<file path="src/rtl/pong_game_ctrl_pkg.sv">
// Shared constants and types for the ping-pong game controller and renderer.
// The game_state codes here select the renderer's pixel colour source.
package pong_pkg;

  localparam logic [1:0] GS_IDLE  = 2'b00;
  localparam logic [1:0] GS_PLAY  = 2'b01;
  localparam logic [1:0] GS_P1WIN = 2'b10;
  localparam logic [1:0] GS_P2WIN = 2'b11;

  localparam int unsigned WinScoreDefault = 5;

  typedef enum logic [2:0] {
    StIdle,
    StServe,
    StPlay,
    StPoint,
    StWin1,
    StWin2
  } pong_state_e;

  // SERVE, PLAY and POINT all present as "playing" to the renderer.
  function automatic logic [1:0] state_to_gs(pong_state_e st);
    logic [1:0] gs;
    case (st)
      StServe, StPlay, StPoint: gs = GS_PLAY;
      StWin1:                   gs = GS_P1WIN;
      StWin2:                   gs = GS_P2WIN;
      default:                  gs = GS_IDLE;
    endcase
    return gs;
  endfunction

endpackage

</file>
<file path="src/rtl/pong_game_ctrl_if.sv">
// Game-controller signal bundle: player/timing events in, sequencing and scores out.
// master is the controller; slave is the surrounding game logic.
interface pong_game_ctrl_if;

  logic       clk_1ms;
  logic       start_btn;
  logic       miss_left;
  logic       miss_right;
  logic [1:0] game_state;
  logic       motion_en;
  logic       ball_reset;
  logic       serve_dir;
  logic [3:0] score1;
  logic [3:0] score2;

  modport master (
    input  clk_1ms,
    input  start_btn,
    input  miss_left,
    input  miss_right,
    output game_state,
    output motion_en,
    output ball_reset,
    output serve_dir,
    output score1,
    output score2
  );

  modport slave (
    output clk_1ms,
    output start_btn,
    output miss_left,
    output miss_right,
    input  game_state,
    input  motion_en,
    input  ball_reset,
    input  serve_dir,
    input  score1,
    input  score2
  );

endinterface

</file>
<file path="src/rtl/pong_game_ctrl_ms_timer.sv">
// Millisecond tick counter with loadable terminal count; done_o fires on the tick
// that completes term_i ticks since the last clear.
module ms_timer #(
  parameter int unsigned CntW = 10
) (
  input  logic            clk,
  input  logic            reset,
  input  logic            clear_i,
  input  logic            tick_i,
  input  logic [CntW-1:0] term_i,
  output logic            done_o
);

  logic [CntW-1:0] cnt_q, cnt_d;
  logic            at_term;

  // done_o deliberately ignores clear_i: the owner derives clear_i from done_o.
  assign at_term = (cnt_q == (term_i - 1'b1));
  assign done_o  = tick_i & at_term;

  always_comb begin
    cnt_d = cnt_q;
    if (clear_i) begin
      cnt_d = '0;
    end else if (tick_i) begin
      cnt_d = at_term ? '0 : cnt_q + 1'b1;
    end
  end

  always_ff @(posedge clk) begin
    if (reset) begin
      cnt_q <= '0;
    end else begin
      cnt_q <= cnt_d;
    end
  end

endmodule

</file>
<file path="src/rtl/pong_game_ctrl.sv">
// Ping-pong game sequencer: scores, serve/point delays off the 1 ms tick, and the
// game_state code, motion gate and ball re-centre request for the rest of the game.
module pong_game_ctrl
  import pong_pkg::*;
#(
  parameter int unsigned WIN_SCORE = WinScoreDefault,
  parameter int unsigned SERVE_MS  = 1000,
  parameter int unsigned POINT_MS  = 500
) (
  input logic              clk,
  input logic              reset,
  pong_game_ctrl_if.master bus
);

  localparam int unsigned MaxMs   = (SERVE_MS > POINT_MS) ? SERVE_MS : POINT_MS;
  localparam int unsigned MsBits  = $clog2(MaxMs + 1);
  localparam int unsigned CntW    = (MsBits > 10) ? MsBits : 10;
  localparam logic [3:0]  WinScore = 4'(WIN_SCORE);
  localparam logic [CntW-1:0] ServeTerm = CntW'(SERVE_MS);
  localparam logic [CntW-1:0] PointTerm = CntW'(POINT_MS);

  pong_state_e state_q, state_d;
  logic        start_q;
  logic        start_rise;
  logic [3:0]  score1_q, score1_d;
  logic [3:0]  score2_q, score2_d;
  logic        dir_q, dir_d;
  logic        ball_reset_q, ball_reset_d;
  logic        motion_q, motion_d;

  logic            tmr_clear;
  logic            tmr_done;
  logic [CntW-1:0] tmr_term;

  assign start_rise = bus.start_btn & ~start_q;

  // Hold the counter cleared outside the timed states and on every state change,
  // so a tick coinciding with a state entry is never counted toward the new state.
  assign tmr_clear = (state_d != state_q) || !(state_q inside {StServe, StPoint});
  assign tmr_term  = (state_q == StPoint) ? PointTerm : ServeTerm;

  ms_timer #(
    .CntW (CntW)
  ) u_ms_timer (
    .clk     (clk),
    .reset   (reset),
    .clear_i (tmr_clear),
    .tick_i  (bus.clk_1ms),
    .term_i  (tmr_term),
    .done_o  (tmr_done)
  );

  always_comb begin
    state_d      = state_q;
    score1_d     = score1_q;
    score2_d     = score2_q;
    dir_d        = dir_q;
    ball_reset_d = 1'b0;
    unique case (state_q)
      StIdle, StWin1, StWin2: begin
        if (start_rise) begin
          score1_d     = '0;
          score2_d     = '0;
          dir_d        = 1'b0;
          ball_reset_d = 1'b1;
          state_d      = StServe;
        end
      end
      StServe: begin
        if (tmr_done) begin
          state_d = StPlay;
        end
      end
      StPlay: begin
        // miss_right takes priority when both misses land together.
        if (bus.miss_right) begin
          if (score1_q < WinScore) score1_d = score1_q + 4'd1;
          dir_d   = 1'b1;
          state_d = StPoint;
        end else if (bus.miss_left) begin
          if (score2_q < WinScore) score2_d = score2_q + 4'd1;
          dir_d   = 1'b0;
          state_d = StPoint;
        end
      end
      StPoint: begin
        if (tmr_done) begin
          if (score1_q == WinScore) begin
            state_d = StWin1;
          end else if (score2_q == WinScore) begin
            state_d = StWin2;
          end else begin
            ball_reset_d = 1'b1;
            state_d      = StServe;
          end
        end
      end
      default: state_d = StIdle;
    endcase
    motion_d = (state_d == StPlay);
  end

  always_ff @(posedge clk) begin
    if (reset) begin
      state_q      <= StIdle;
      start_q      <= 1'b0;
      score1_q     <= '0;
      score2_q     <= '0;
      dir_q        <= 1'b0;
      ball_reset_q <= 1'b0;
      motion_q     <= 1'b0;
    end else begin
      state_q      <= state_d;
      start_q      <= bus.start_btn;
      score1_q     <= score1_d;
      score2_q     <= score2_d;
      dir_q        <= dir_d;
      ball_reset_q <= ball_reset_d;
      motion_q     <= motion_d;
    end
  end

  assign bus.game_state = state_to_gs(state_q);
  assign bus.motion_en  = motion_q;
  assign bus.ball_reset = ball_reset_q;
  assign bus.serve_dir  = dir_q;
  assign bus.score1     = score1_q;
  assign bus.score2     = score2_q;

endmodule

</file>
<file path="src/flat_wrapper.sv">
// flat-port wrapper written by rule: the top's interface ports become plain ports
module pong_game_ctrl_flat import pong_pkg::*;
#(
  parameter int unsigned WIN_SCORE = WinScoreDefault,
  parameter int unsigned SERVE_MS  = 1000,
  parameter int unsigned POINT_MS  = 500
)
  (clk, reset, bus_clk_1ms, bus_start_btn, bus_miss_left, bus_miss_right, bus_game_state, bus_motion_en, bus_ball_reset, bus_serve_dir, bus_score1, bus_score2);
  pong_game_ctrl_if bus_i ();
  input logic clk;
  input logic reset;
  input wire logic [$bits(bus_i.clk_1ms)-1:0] bus_clk_1ms;
  input wire logic [$bits(bus_i.start_btn)-1:0] bus_start_btn;
  input wire logic [$bits(bus_i.miss_left)-1:0] bus_miss_left;
  input wire logic [$bits(bus_i.miss_right)-1:0] bus_miss_right;
  output wire logic [$bits(bus_i.game_state)-1:0] bus_game_state;
  output wire logic [$bits(bus_i.motion_en)-1:0] bus_motion_en;
  output wire logic [$bits(bus_i.ball_reset)-1:0] bus_ball_reset;
  output wire logic [$bits(bus_i.serve_dir)-1:0] bus_serve_dir;
  output wire logic [$bits(bus_i.score1)-1:0] bus_score1;
  output wire logic [$bits(bus_i.score2)-1:0] bus_score2;
  assign bus_i.clk_1ms = bus_clk_1ms;
  assign bus_i.start_btn = bus_start_btn;
  assign bus_i.miss_left = bus_miss_left;
  assign bus_i.miss_right = bus_miss_right;
  assign bus_game_state = bus_i.game_state;
  assign bus_motion_en = bus_i.motion_en;
  assign bus_ball_reset = bus_i.ball_reset;
  assign bus_serve_dir = bus_i.serve_dir;
  assign bus_score1 = bus_i.score1;
  assign bus_score2 = bus_i.score2;
  pong_game_ctrl #(.WIN_SCORE(WIN_SCORE), .SERVE_MS(SERVE_MS), .POINT_MS(POINT_MS)) u_core (.clk(clk), .reset(reset), .bus(bus_i));
endmodule
</file>
<file path="config.mk">
export PLATFORM = sky130hd
export DESIGN_NAME = pong_game_ctrl_flat
export DESIGN_NICKNAME = d
export VERILOG_FILES = /design/src/rtl/pong_game_ctrl_pkg.sv /design/src/rtl/pong_game_ctrl_if.sv /design/src/rtl/pong_game_ctrl_ms_timer.sv /design/src/rtl/pong_game_ctrl.sv /design/src/flat_wrapper.sv
export SDC_FILE = /design/constraint.sdc
export NUM_CORES = 1
export LEC_CHECK = 0
export CAP_MARGIN = 20
export CORE_MARGIN = 3
export CORE_UTILIZATION = 66
export DETAILED_ROUTE_END_ITERATION = 8
export DONT_BUFFER_PORTS = 1
export PLACE_DENSITY = 0.82
export SYNTH_ARGS = -nofsm -noshare
export SYNTH_HDL_FRONTEND = slang
export SYNTH_SLANG_ARGS = --single-unit
</file>
<file path="constraint.sdc">
create_clock -name clk -period 2.9 [get_ports clk]
set_input_delay 0.29 -clock clk [delete_from_list [all_inputs] [get_ports clk]]
set_output_delay 0.29 -clock clk [all_outputs]
set_load 0.03 [all_outputs]
</file>
==> impl_metrics.env, run 1 <==
export IMPL_ioPinCount=19
export IMPL_mappedNetlistArea_um2=1350
export IMPL_synth_warning_count=0
export IMPL_dr_pass1_iters=4
export IMPL_dominant_register_cell_in_the_synthesized_netlist="dfxtp_1"
export IMPL_syn_nets=166
export IMPL_worst_pin_slew_ns=0.712
export IMPL_crit_path_cell_trace="inv_1 -> ha_1 -> and3b_1 -> a31oi_1 -> or4b_1 -> a21oi_1"
export IMPL_hold_path_cell_count=1
export IMPL_ctsHoldBuffers=0
export IMPL_fp_row_count=15
export IMPL_worst_slew_margin_rel_pct=52.5
export IMPL_synthCells=153
export IMPL_unrepaired_setup_endpoints_after_global_routing="no"
export IMPL_cts_sinks=25
export IMPL_design_core_area_um2=1820
export IMPL_worst_clock_skew_ns=0.0138
export IMPL_timing_critical_path_required_ns=3.16
export IMPL_worst_skew_pair_late_latency_ns=0.33
export IMPL_post_cts_buffers=0
export IMPL_layout_core_utilization_pct=77.8
export IMPL_final_setup_tns_ns=0
export IMPL_ir_drop_worst_vdd_uv=332
export IMPL_crit_path_end_kind="flip-flop"
export IMPL_cts_inserted_buffers=3
export IMPL_crit_arrival_ns=2.23
export IMPL_hold_ws_ns=0.00324
export IMPL_antennaDiodeCount=0
export IMPL_postCtsResizedCells=0
export IMPL_critPathLaunchType="flip-flop"
export IMPL_min_delay_worst_type="input port to flip-flop"
export IMPL_final_critical_path_required_period_ns=1.97
export IMPL_cts_tree="done"
export IMPL_power_per_cell_area_nw_per_um2=385
export IMPL_report_final_setup_viol=0
export IMPL_detailed_route_iter0_violations=8
export IMPL_post_route_period_util_pct=68.0
export IMPL_worst_r2r_endpoint="u_core.bus.ball_reset$_SDFF_PP0_"
export IMPL_die_height_um=51.3
export IMPL_final_max_slew_viol_count=0
export IMPL_final_weighted_congestion_of_routability_driven_global_placement=0.831
export IMPL_grt_overflow_total=0
export IMPL_detail_placement_hpwl_um=2030
export IMPL_antenna_left=0
export IMPL_num_nets_final=171
export IMPL_layout_drive_gt1_share_pct=8.92
export IMPL_grt_first_pass_wirelength_um=4650
export IMPL_first_global_vias=1088
export IMPL_reg2reg_from="u_core.bus.score1[1]$_SDFFE_PP0P_"
export IMPL_clkSlewWorstSetupHoldPaths_ns=0.15
export IMPL_clock_fmax_mhz=507
export IMPL_r2r_worst_path_cells=6
export IMPL_via_cell_ratio=6.09
export IMPL_antenna_found_initial=0
export IMPL_placement_io_buffers=0
export IMPL_synth_seq_area_share_pct=37.0
export IMPL_avgSynthCellArea_um2=8.83
export IMPL_regToRegSetupSlack_ns=0.93
export IMPL_grt_usage_pct=23.3
export IMPL_floorplan_die_width_um=51.3
export IMPL_critPathKind="flip-flop to flip-flop"
export IMPL_n_fill_cell=138
export IMPL_hold_path_endpoint="u_core.state_q[2]$_SDFF_PP0_"
export IMPL_unique_cell_type_count_in_the_yosys_netlist=45
export IMPL_synth_async_sr_flop_share_pct=0
export IMPL_worst_path_max_delay_cell="dfxtp_1"
export IMPL_ctsHtreeMaxLevel=1
export IMPL_total_leakage_power_nw=0.477
export IMPL_initial_utilization_pct=74.2
export IMPL_area_growth_synth_to_final_pct=4.81
export IMPL_finalHoldViolations=0
export IMPL_routed_via_count=1108
export IMPL_synth_edf_count=0
export IMPL_die_area_um2=2630
export IMPL_drt_total_wl_um=2660
export IMPL_power_mw=0.546
export IMPL_average_detailed_routed_wire_length_per_instance_um=14.6
export IMPL_clock_tree_buffer_depth=2
export IMPL_drcViolationCount=0
export IMPL_critical_path_peak_fanout=4
export IMPL_max_cap_violations=0
export IMPL_run_status="finished clean"
export IMPL_clockRootBuffer="clkbuf_4"
export IMPL_yosys_register_bits=25
export IMPL_pin_count_of_the_biggest_net_entering_global_routing=16
export IMPL_startpoint_of_the_tightest_hold_check_path="reset"
export IMPL_worst_path_largest_cell_delay_ns=0.57
metal layers:
metal	GRT usage [%]	share of wire, %	up-vias
met4	9.17	1.6	0
met1	29.9	46	524
met3	3.50	5.0	5
met2	39.1	47	30
li1	-	-	549
met5	0	0	-
worst max-delay path, delay by kind of cell (launching register included):
family                   cells  cell delay (ns)
AO/OA/AOI/OAI                2             0.36
adder cells (fa/ha/maj)      1             0.19
buffers and inverters        1             0.14
flip-flops                   1             0.57
AND/OR/NAND/NOR              2             0.66
final cells by class:
cell class	instances	area, um2	share of cell area (%)
Multi-Input combinational cell	117	810	57.2
Sequential cell	25	500	35.3
Inverter	10	37.5	2.65
Tap cell	25	31.3	2.21
Clock buffer	3	22.5	1.59
Clock inverter	1	7.51	0.530
Timing Repair Buffer	1	7.51	0.530
cells in the mapped netlist (all sizes together), types with 2 or more instances:
cell,count,share of area (%)
nor2,15,4.2
or3,3,1.4
nand2,11,3.1
o21ai,5,1.9
a21oi,12,4.4
and3,3,1.4
nand2b,7,3.8
xor2,5,3.2
nor3,2,0.74
xnor2,3,1.9
inv,10,2.8
nand3,5,1.9
dfxtp,25,37
a21o,2,1.1
o211ai,3,2.0
nand4,4,1.9
o21a,3,1.7
ha,7,6.5
nor2b,5,2.3
worst max path at each step:
stage	startpoint	to	slack [ns]	depth (start not counted)
final	u_core.bus.score1[1]$_SDFFE_PP0P_	u_core.bus.ball_reset$_SDFF_PP0_	0.93	6
after global routing	u_core.bus.score1[1]$_SDFFE_PP0P_	u_core.bus.ball_reset$_SDFF_PP0_	0.82	6
after global placement	u_core.bus.score1[1]$_SDFFE_PP0P_	u_core.bus.ball_reset$_SDFF_PP0_	1.03	6
after CTS	u_core.bus.score1[1]$_SDFFE_PP0P_	u_core.bus.ball_reset$_SDFF_PP0_	0.92	6
after floorplan	u_core.bus.score1[1]$_SDFFE_PP0P_	u_core.bus.ball_reset$_SDFF_PP0_	1.10	6
after detailed placement	u_core.bus.score1[1]$_SDFFE_PP0P_	u_core.bus.ball_reset$_SDFF_PP0_	0.96	6
per-stage QoR:
| step | cells | setup WS, ns | instance area [um2] |
|---|---|---|---|
| finish | 182 | 0.927 | 1420 |
| floorplan | 153 | 1.10 | 1350 |
| detailed placement | 178 | 0.964 | 1390 |
| CTS | 182 | 0.920 | 1420 |
| global placement | 178 | 1.03 | 1390 |
| global route | 182 | 0.817 | 1420 |
sequential cells by signal (all words and copies together), names as in the netlist:
| register | cells |
|---|---|
| u_core.bus.score2 | 4 |
| u_core.bus.motion_en | 1 |
| u_core.bus.serve_dir | 1 |
| u_core.start_q | 1 |
| u_core.state_q | 3 |
| u_core.bus.score1 | 4 |
| u_core.u_ms_timer.cnt_q | 10 |
| u_core.bus.ball_reset | 1 |
power breakdown:
part / total (mW) / switching [mW] / internal [mW]
Clock: 0.161 / 0.108 / 0.0528
Sequential: 0.353 / 0.00601 / 0.347
Combinational: 0.0324 / 0.0201 / 0.0123
cell usage in the layout, fill, tap and decap left out, types with 2 or more instances in the layout:
cell type / n
xnor2_1: 3
a21oi_1: 12
xor2_1: 5
nand2_1: 11
nand3_1: 5
or3_1: 3
nand2b_1: 6
nor3_1: 2
inv_1: 10
dfxtp_1: 25
clkbuf_4: 3
o211ai_1: 2
o21a_1: 3
nor2b_1: 5
nand4_1: 4
and3_1: 3
ha_1: 7
nor2_1: 15
a21o_1: 2
o21ai_0: 4
kinds of logic (layout without fill, tap and decap cells):
| kind of cell | Yosys count | count (layout) | share of synthesized area (%) |
|---|---|---|---|
| flops | 25 | 25 | 37.0 |
| mux | 2 | 2 | 1.85 |
| buf+inv | 11 | 15 | 3.06 |
| compound gates | 35 | 35 | 18.1 |
| simple gates | 65 | 65 | 28.3 |
| fa+ha+maj | 7 | 7 | 6.48 |
| xor+xnor | 8 | 8 | 5.19 |
No activity file was read; power rests on OpenSTA's default activity.
==> run 2, diff against run 1 <==
--- a/config.mk
+++ b/config.mk
@@ -7,10 +7,10 @@
 export LEC_CHECK = 0
 export CAP_MARGIN = 20
 export CORE_MARGIN = 3
-export CORE_UTILIZATION = 66
+export CORE_UTILIZATION = 61
 export DETAILED_ROUTE_END_ITERATION = 8
 export DONT_BUFFER_PORTS = 1
-export PLACE_DENSITY = 0.82
+export PLACE_DENSITY = 0.77
 export SYNTH_ARGS = -nofsm -noshare
 export SYNTH_HDL_FRONTEND = slang
 export SYNTH_SLANG_ARGS = --single-unit
==> constraint.sdc (replaced) <==
create_clock -name clk -period 2 [get_ports clk]
set_input_delay 0.2 -clock clk [delete_from_list [all_inputs] [get_ports clk]]
set_output_delay 0.2 -clock clk [all_outputs]
set_load 0.03 [all_outputs]
==> run 2 against run 1 <==
Compared with the run above: critical path depth fell by 2; cell count rose by 6.6%; clock skew rose by 0.0027 ns; routed wire length rose by 7.6%; worst setup slack got worse by 0.75 ns; maximum frequency rose by 8.0%; combinational power rose by 65%; utilization fell by 3.9 points; highest routed layer unchanged; die area rose by 7.2%; largest cell class unchanged.
==> impl_metrics.env, run 2 (synthesized netlist as in run 1, its figures left out) <==
export IMPL_final_max_slew_viol_count=0
export IMPL_layout_drive_gt1_share_pct=13.8
export IMPL_clock_tree_buffer_depth=2
export IMPL_detail_placement_hpwl_um=2170
export IMPL_largest_register_ffs=10
export IMPL_first_global_vias=1078
export IMPL_final_critical_path_required_period_ns=1.83
export IMPL_total_leakage_power_nw=0.533
export IMPL_report_final_setup_viol=0
export IMPL_area_growth_synth_to_final_pct=10.6
export IMPL_num_nets_final=181
export IMPL_pwr_share_clk_pct=28.4
export IMPL_post_cts_buffers=0
export IMPL_dpl_worst_slack_ns=0.199
export IMPL_regMostFlops="u_core.u_ms_timer.cnt_q"
export IMPL_placement_io_buffers=0
export IMPL_final_weighted_congestion_of_routability_driven_global_placement=0.754
export IMPL_ctsHtreeMaxLevel=1
export IMPL_worst_slew_margin_rel_pct=66.8
export IMPL_clkSlewWorstSetupHoldPaths_ns=0.14
export IMPL_die_height_um=53.1
export IMPL_layout_cells_most_common="dfxtp_1"
export IMPL_switching_share_pct=24.2
export IMPL_relative_contribution_of_combinational_cells_to_total_power_pct=6.8
export IMPL_timing_critical_path_required_ns=2.23
export IMPL_routed_via_count=1155
export IMPL_crit_arrival_ns=2.06
export IMPL_critical_path_peak_fanout=10
export IMPL_worst_path_max_delay_cell="dfxtp_1"
export IMPL_clock_fmax_mhz=547
export IMPL_floorplan_die_width_um=53.1
export IMPL_power_per_cell_area_nw_per_um2=528
export IMPL_worst_path_largest_cell_delay_ns=0.56
export IMPL_antenna_left=0
export IMPL_critPathKind="flip-flop to flip-flop"
export IMPL_worst_skew_pair_late_latency_ns=0.32
export IMPL_post_route_period_util_pct=91.3
export IMPL_cts_tree="done"
export IMPL_initial_utilization_pct=66.8
export IMPL_cts_inserted_buffers=3
export IMPL_r2r_worst_path_cells=4
export IMPL_p_int_mw=0.598
export IMPL_highest_count_cells_in_the_layout_ignoring_fill_and_taps="dfxtp_1 (25), nor2_1 (15), a21oi_1 (12), nand2_1 (11)"
export IMPL_worst_pin_slew_ns=0.497
export IMPL_fin_ws_ns=0.173
export IMPL_ir_drop_worst_vdd_uv=507
export IMPL_dr_pass1_iters=4
export IMPL_run_status="finished clean"
export IMPL_crit_path_start="u_core.state_q[1]$_SDFF_PP0_"
export IMPL_worst_clock_skew_ns=0.0166
export IMPL_unrepaired_setup_endpoints_after_global_routing="no"
export IMPL_cts_sinks=25
export IMPL_pin_count_of_the_biggest_net_entering_global_routing=15
export IMPL_startpoint_of_the_tightest_hold_check_path="bus_start_btn"
export IMPL_regToRegSetupSlack_ns=0.17
export IMPL_grt_overflow_total=0
export IMPL_reg2reg_from="u_core.state_q[1]$_SDFF_PP0_"
export IMPL_crit_path_end_kind="flip-flop"
export IMPL_critPathLaunchType="flip-flop"
export IMPL_drt_total_wl_um=2860
export IMPL_antenna_found_initial=0
export IMPL_grt_first_pass_wirelength_um=4940
export IMPL_hold_path_endpoint="u_core.start_q$_SDFF_PP0_"
export IMPL_max_cap_violations=0
export IMPL_average_detailed_routed_wire_length_per_instance_um=14.7
export IMPL_hold_path_cell_count=1
export IMPL_worst_r2r_endpoint="u_core.bus.score2[2]$_SDFFE_PP0P_"
export IMPL_die_area_um2=2820
export IMPL_finalHoldViolations=0
export IMPL_grt_usage_pct=23.6
export IMPL_antennaDiodeCount=0
export IMPL_drcViolationCount=0
export IMPL_via_cell_ratio=5.95
export IMPL_fp_row_count=16
export IMPL_ioPinCount=19
export IMPL_clockRootBuffer="clkbuf_4"
export IMPL_design_core_area_um2=2020
export IMPL_detailed_route_iter0_violations=53
export IMPL_power_switching_mw=0.191
export IMPL_share_seq_of_total_power_pct=64.9
export IMPL_final_setup_tns_ns=0
export IMPL_crit_path_cell_trace="nor3b_4 -> o2111ai_2 -> a21boi_0 -> mux2_2"
export IMPL_min_delay_worst_type="input port to flip-flop"
run 2: cell types whose count changed in the layout (fill, tap and decap cells not counted):
cell | before | now
buf_4 | 1 | 10
clkinvlp_4 | 1 | 0
dlygate4sd3_1 | 0 | 1
clkinv_2 | 0 | 1
run 2: worst max-delay path by stage:
stage          slack, ns                           endpoint  cells past startpoint
2_1_floorplan       0.20   u_core.bus.ball_reset$_SDFF_PP0_                      6
6_report            0.17  u_core.bus.score2[2]$_SDFFE_PP0P_                      4
3_3_place_gp        0.31  u_core.bus.score2[2]$_SDFFE_PP0P_                      4
5_1_grt             0.04  u_core.bus.score2[2]$_SDFFE_PP0P_                      4
3_5_place_dp        0.20  u_core.bus.score2[2]$_SDFFE_PP0P_                      4
4_1_cts             0.20  u_core.bus.score2[2]$_SDFFE_PP0P_                      4
run 2: power groups by stage:
stage,registers [mW],logic [mW],clock network [mW]
3_5_place_dp,0.523,0.0485,0
2_1_floorplan,0.521,0.0385,0
5_1_grt,0.513,0.0583,0.252
3_3_place_gp,0.522,0.0476,0
4_1_cts,0.512,0.0529,0.229
6_report,0.512,0.0534,0.224
run 2: stage by stage:
stage                     power (mW)  utilization (%)  instances  cell area (um2)  hold slack, ns
after detailed placement       0.571             72.0        189             1460           0.272
after CTS                      0.793             73.9        194             1490          0.0180
after global routing           0.823             73.9        194             1490          0.0136
after floorplan                0.559                -        153             1350           0.328
final                          0.789             73.9        194             1490          0.0206
after global placement         0.569             72.0        189             1460           0.272
run 2: layout make-up:
class,count,area (um2)
multi-input combinational,117,810
fill,155,528
sequential,25,500
timing repair buffer,11,85.1
inverter,10,37.5
tap,27,33.8
clock buffer,3,22.5
clock inverter,1,5.00
run 2: routing by layer:
metal	track usage, %	part of all wire [%]	up-vias
li1	-	-	573
met1	31.7	47	544
met2	38.2	45	36
met3	5.63	6.5	2
met4	5.11	0.63	0
met5	0	0	-
run 2: critical path: cells and delay by family, from the launching register on:
| family | cells | cell delay (ns) |
|---|---|---|
| flip-flops | 1 | 0.56 |
| multiplexers | 1 | 0.36 |
| AO/OA/AOI/OAI | 2 | 0.51 |
| AND/OR/NAND/NOR | 1 | 0.33 |
run 2: timing repair:
item | CTS | global route
hold buffers | 1 | 0
gates resized for setup | 0 | 0
endpoints found under the hold margin | 7 | 0
==> run 3, diff against run 2 <==
--- a/config.mk
+++ b/config.mk
@@ -5,12 +5,12 @@
 export SDC_FILE = /design/constraint.sdc
 export NUM_CORES = 1
 export LEC_CHECK = 0
-export CAP_MARGIN = 20
+export CAP_MARGIN = 15
 export CORE_MARGIN = 3
 export CORE_UTILIZATION = 61
 export DETAILED_ROUTE_END_ITERATION = 8
 export DONT_BUFFER_PORTS = 1
-export PLACE_DENSITY = 0.77
+export PLACE_DENSITY = 0.74
 export SYNTH_ARGS = -nofsm -noshare
 export SYNTH_HDL_FRONTEND = slang
 export SYNTH_SLANG_ARGS = --single-unit
==> run 3 against run 2 <==
Compared with the run above: sequential power is essentially flat; die area unchanged; final area up 0.84%; combinational power increased by 3%; clock skew fell by 0.0062 ns; register-to-register slack is essentially flat; via count is 0.95% lower; sequential share of layout area shrank 0.28 points; critical path depth rose by 1; non-clock buffer count increased by 1; critical endpoint is now u_core.bus.ball_reset$_SDFF_PP0_.
==> impl_metrics.env, run 3 (synthesized netlist as in run 1, its figures left out) <==
export IMPL_run_status="finished clean"
export IMPL_detail_placement_hpwl_um=2160
export IMPL_report_final_setup_viol=0
export IMPL_crit_path_start="u_core.u_ms_timer.cnt_q[0]$_SDFFE_PP0P_"
export IMPL_regToRegSetupSlack_ns=0.19
export IMPL_crit_arrival_ns=2.08
export IMPL_worst_pin_slew_ns=0.524
export IMPL_die_area_um2=2820
export IMPL_timing_critical_path_required_ns=2.27
export IMPL_reg2reg_from="u_core.u_ms_timer.cnt_q[0]$_SDFFE_PP0P_"
export IMPL_fp_row_count=16
export IMPL_drt_total_wl_um=2870
export IMPL_floorplan_die_width_um=53.1
export IMPL_clockRootBuffer="clkbuf_4"
export IMPL_critPathLaunchType="flip-flop"
export IMPL_worst_path_max_delay_cell="or4b_1"
export IMPL_antennaDiodeCount=0
export IMPL_via_cell_ratio=5.87
export IMPL_pin_count_of_the_biggest_net_entering_global_routing=16
export IMPL_detailed_route_iter0_violations=45
export IMPL_ctsHtreeMaxLevel=1
export IMPL_worst_r2r_endpoint="u_core.bus.ball_reset$_SDFF_PP0_"
export IMPL_cts_sinks=25
export IMPL_crit_path_end_kind="flip-flop"
export IMPL_crit_path_cell_trace="ha_1 -> and3_1 -> nand2_1 -> or4b_1 -> a21oi_1"
export IMPL_min_delay_worst_type="input port to flip-flop"
export IMPL_placement_io_buffers=0
export IMPL_ir_drop_worst_vdd_uv=534
export IMPL_largest_register_ffs=10
export IMPL_dr_pass1_iters=4
export IMPL_regMostFlops="u_core.u_ms_timer.cnt_q"
export IMPL_critical_path_peak_fanout=6
export IMPL_max_cap_violations=0
export IMPL_antenna_found_initial=0
export IMPL_total_leakage_power_nw=0.534
export IMPL_power_per_cell_area_nw_per_um2=537
export IMPL_worstSetupEndpoint="u_core.bus.ball_reset$_SDFF_PP0_"
export IMPL_initial_utilization_pct=66.8
export IMPL_worst_path_largest_cell_delay_ns=0.55
export IMPL_r2r_worst_path_cells=5
export IMPL_post_route_period_util_pct=90.6
export IMPL_first_global_vias=1132
export IMPL_clkSlewWorstSetupHoldPaths_ns=0.15
export IMPL_layout_drive_gt1_share_pct=13.7
export IMPL_grt_usage_pct=22.9
export IMPL_routed_via_count=1144
export IMPL_final_weighted_congestion_of_routability_driven_global_placement=0.791
export IMPL_highest_count_cells_in_the_layout_ignoring_fill_and_taps="dfxtp_1 (25), nor2_1 (15), a21oi_1 (12), nand2_1 (11)"
export IMPL_grt_overflow_total=0
export IMPL_average_detailed_routed_wire_length_per_instance_um=14.7
export IMPL_final_max_slew_viol_count=0
export IMPL_clock_tree_buffer_depth=2
export IMPL_antenna_left=0
export IMPL_drcViolationCount=0
export IMPL_die_height_um=53.1
export IMPL_clock_fmax_mhz=552
export IMPL_post_cts_buffers=0
export IMPL_worst_clock_skew_ns=0.0104
export IMPL_finalHoldViolations=0
export IMPL_unrepaired_setup_endpoints_after_global_routing="no"
export IMPL_design_core_area_um2=2020
export IMPL_startpoint_of_the_tightest_hold_check_path="bus_clk_1ms"
export IMPL_critPathKind="flip-flop to flip-flop"
export IMPL_cts_inserted_buffers=3
export IMPL_num_nets_final=182
export IMPL_final_setup_tns_ns=0
export IMPL_area_growth_synth_to_final_pct=11.5
export IMPL_worst_skew_pair_late_latency_ns=0.33
export IMPL_layout_cells_most_common="dfxtp_1"
export IMPL_final_critical_path_required_period_ns=1.81
export IMPL_worst_slew_margin_rel_pct=65.0
export IMPL_grt_first_pass_wirelength_um=4750
export IMPL_ioPinCount=19
export IMPL_cts_tree="done"
export IMPL_layout_core_utilization_pct=74.5
==> run 3: changes by cell type in the layout (fill, tap and decap cells not counted) <==
cell | before | now
clkinv_2 | 1 | 0
clkinvlp_4 | 0 | 1
dlygate4sd3_1 | 1 | 2
==> run 3: layout make-up <==
class,instances,area [um2]
Clock buffer,3,22.5
Tap cell,27,33.8
Sequential cell,25,500
Multi-Input combinational cell,117,810
Timing Repair Buffer,12,95.1
Inverter,10,37.5
Fill cell,151,515
Clock inverter,1,7.51
==> run 3: metal layers <==
layer  wire length, um  share of wire (%)  global-route usage [%]
met4                34                1.2                    8.09
met5                 0                  0                       0
met3               140                4.9                    4.79
met2              1270                 44                    35.7
met1              1420                 50                    30.9
==> run 3: report_power, final <==
group / switching (mW) / internal [mW] / total (mW)
logic: 0.0329 / 0.0222 / 0.0551
registers: 0.00837 / 0.503 / 0.511
clock network: 0.166 / 0.0766 / 0.243
total: 0.208 / 0.602 / 0.809
==> run 3: what timing repair did <==
action / in CTS / in global routing
hold buffers: 1 / 1
hold endpoints to repair: 7 / 1
resized for setup: 0 / 0
==> run 3: worst min-delay path by stage <==
stage                                                   end  slack (ns)  cells after the start
floorplan                         u_core.start_q$_SDFF_PP0_        0.33                      1
CTS                               u_core.start_q$_SDFF_PP0_        0.02                      1
global route        u_core.u_ms_timer.cnt_q[0]$_SDFFE_PP0P_        0.02                      2
finish              u_core.u_ms_timer.cnt_q[1]$_SDFFE_PP0P_        0.03                      2
detailed placement             u_core.state_q[2]$_SDFF_PP0_        0.27                      1
global placement               u_core.state_q[2]$_SDFF_PP0_        0.27                      1
==> run 3: metrics by stage <==
stage / setup WS [ns] / power [mW] / hold WS [ns] / cell area (um2) / cells
after floorplan: 0.196 / 0.559 / 0.328 / 1350 / 153
after global placement: 0.303 / 0.570 / 0.270 / 1460 / 189
after detailed placement: 0.248 / 0.571 / 0.273 / 1460 / 189
after CTS: 0.210 / 0.807 / 0.0160 / 1500 / 194
after global routing: 0.0817 / 0.841 / 0.0249 / 1510 / 195
final: 0.188 / 0.809 / 0.0287 / 1510 / 195
==> run 3: critical path, delay by kind of cell, from the launching register on <==
kind	cells	cell delay, ns
compound gates	1	0.15
fa+ha+maj	1	0.29
flops	1	0.43
simple gates	3	0.87
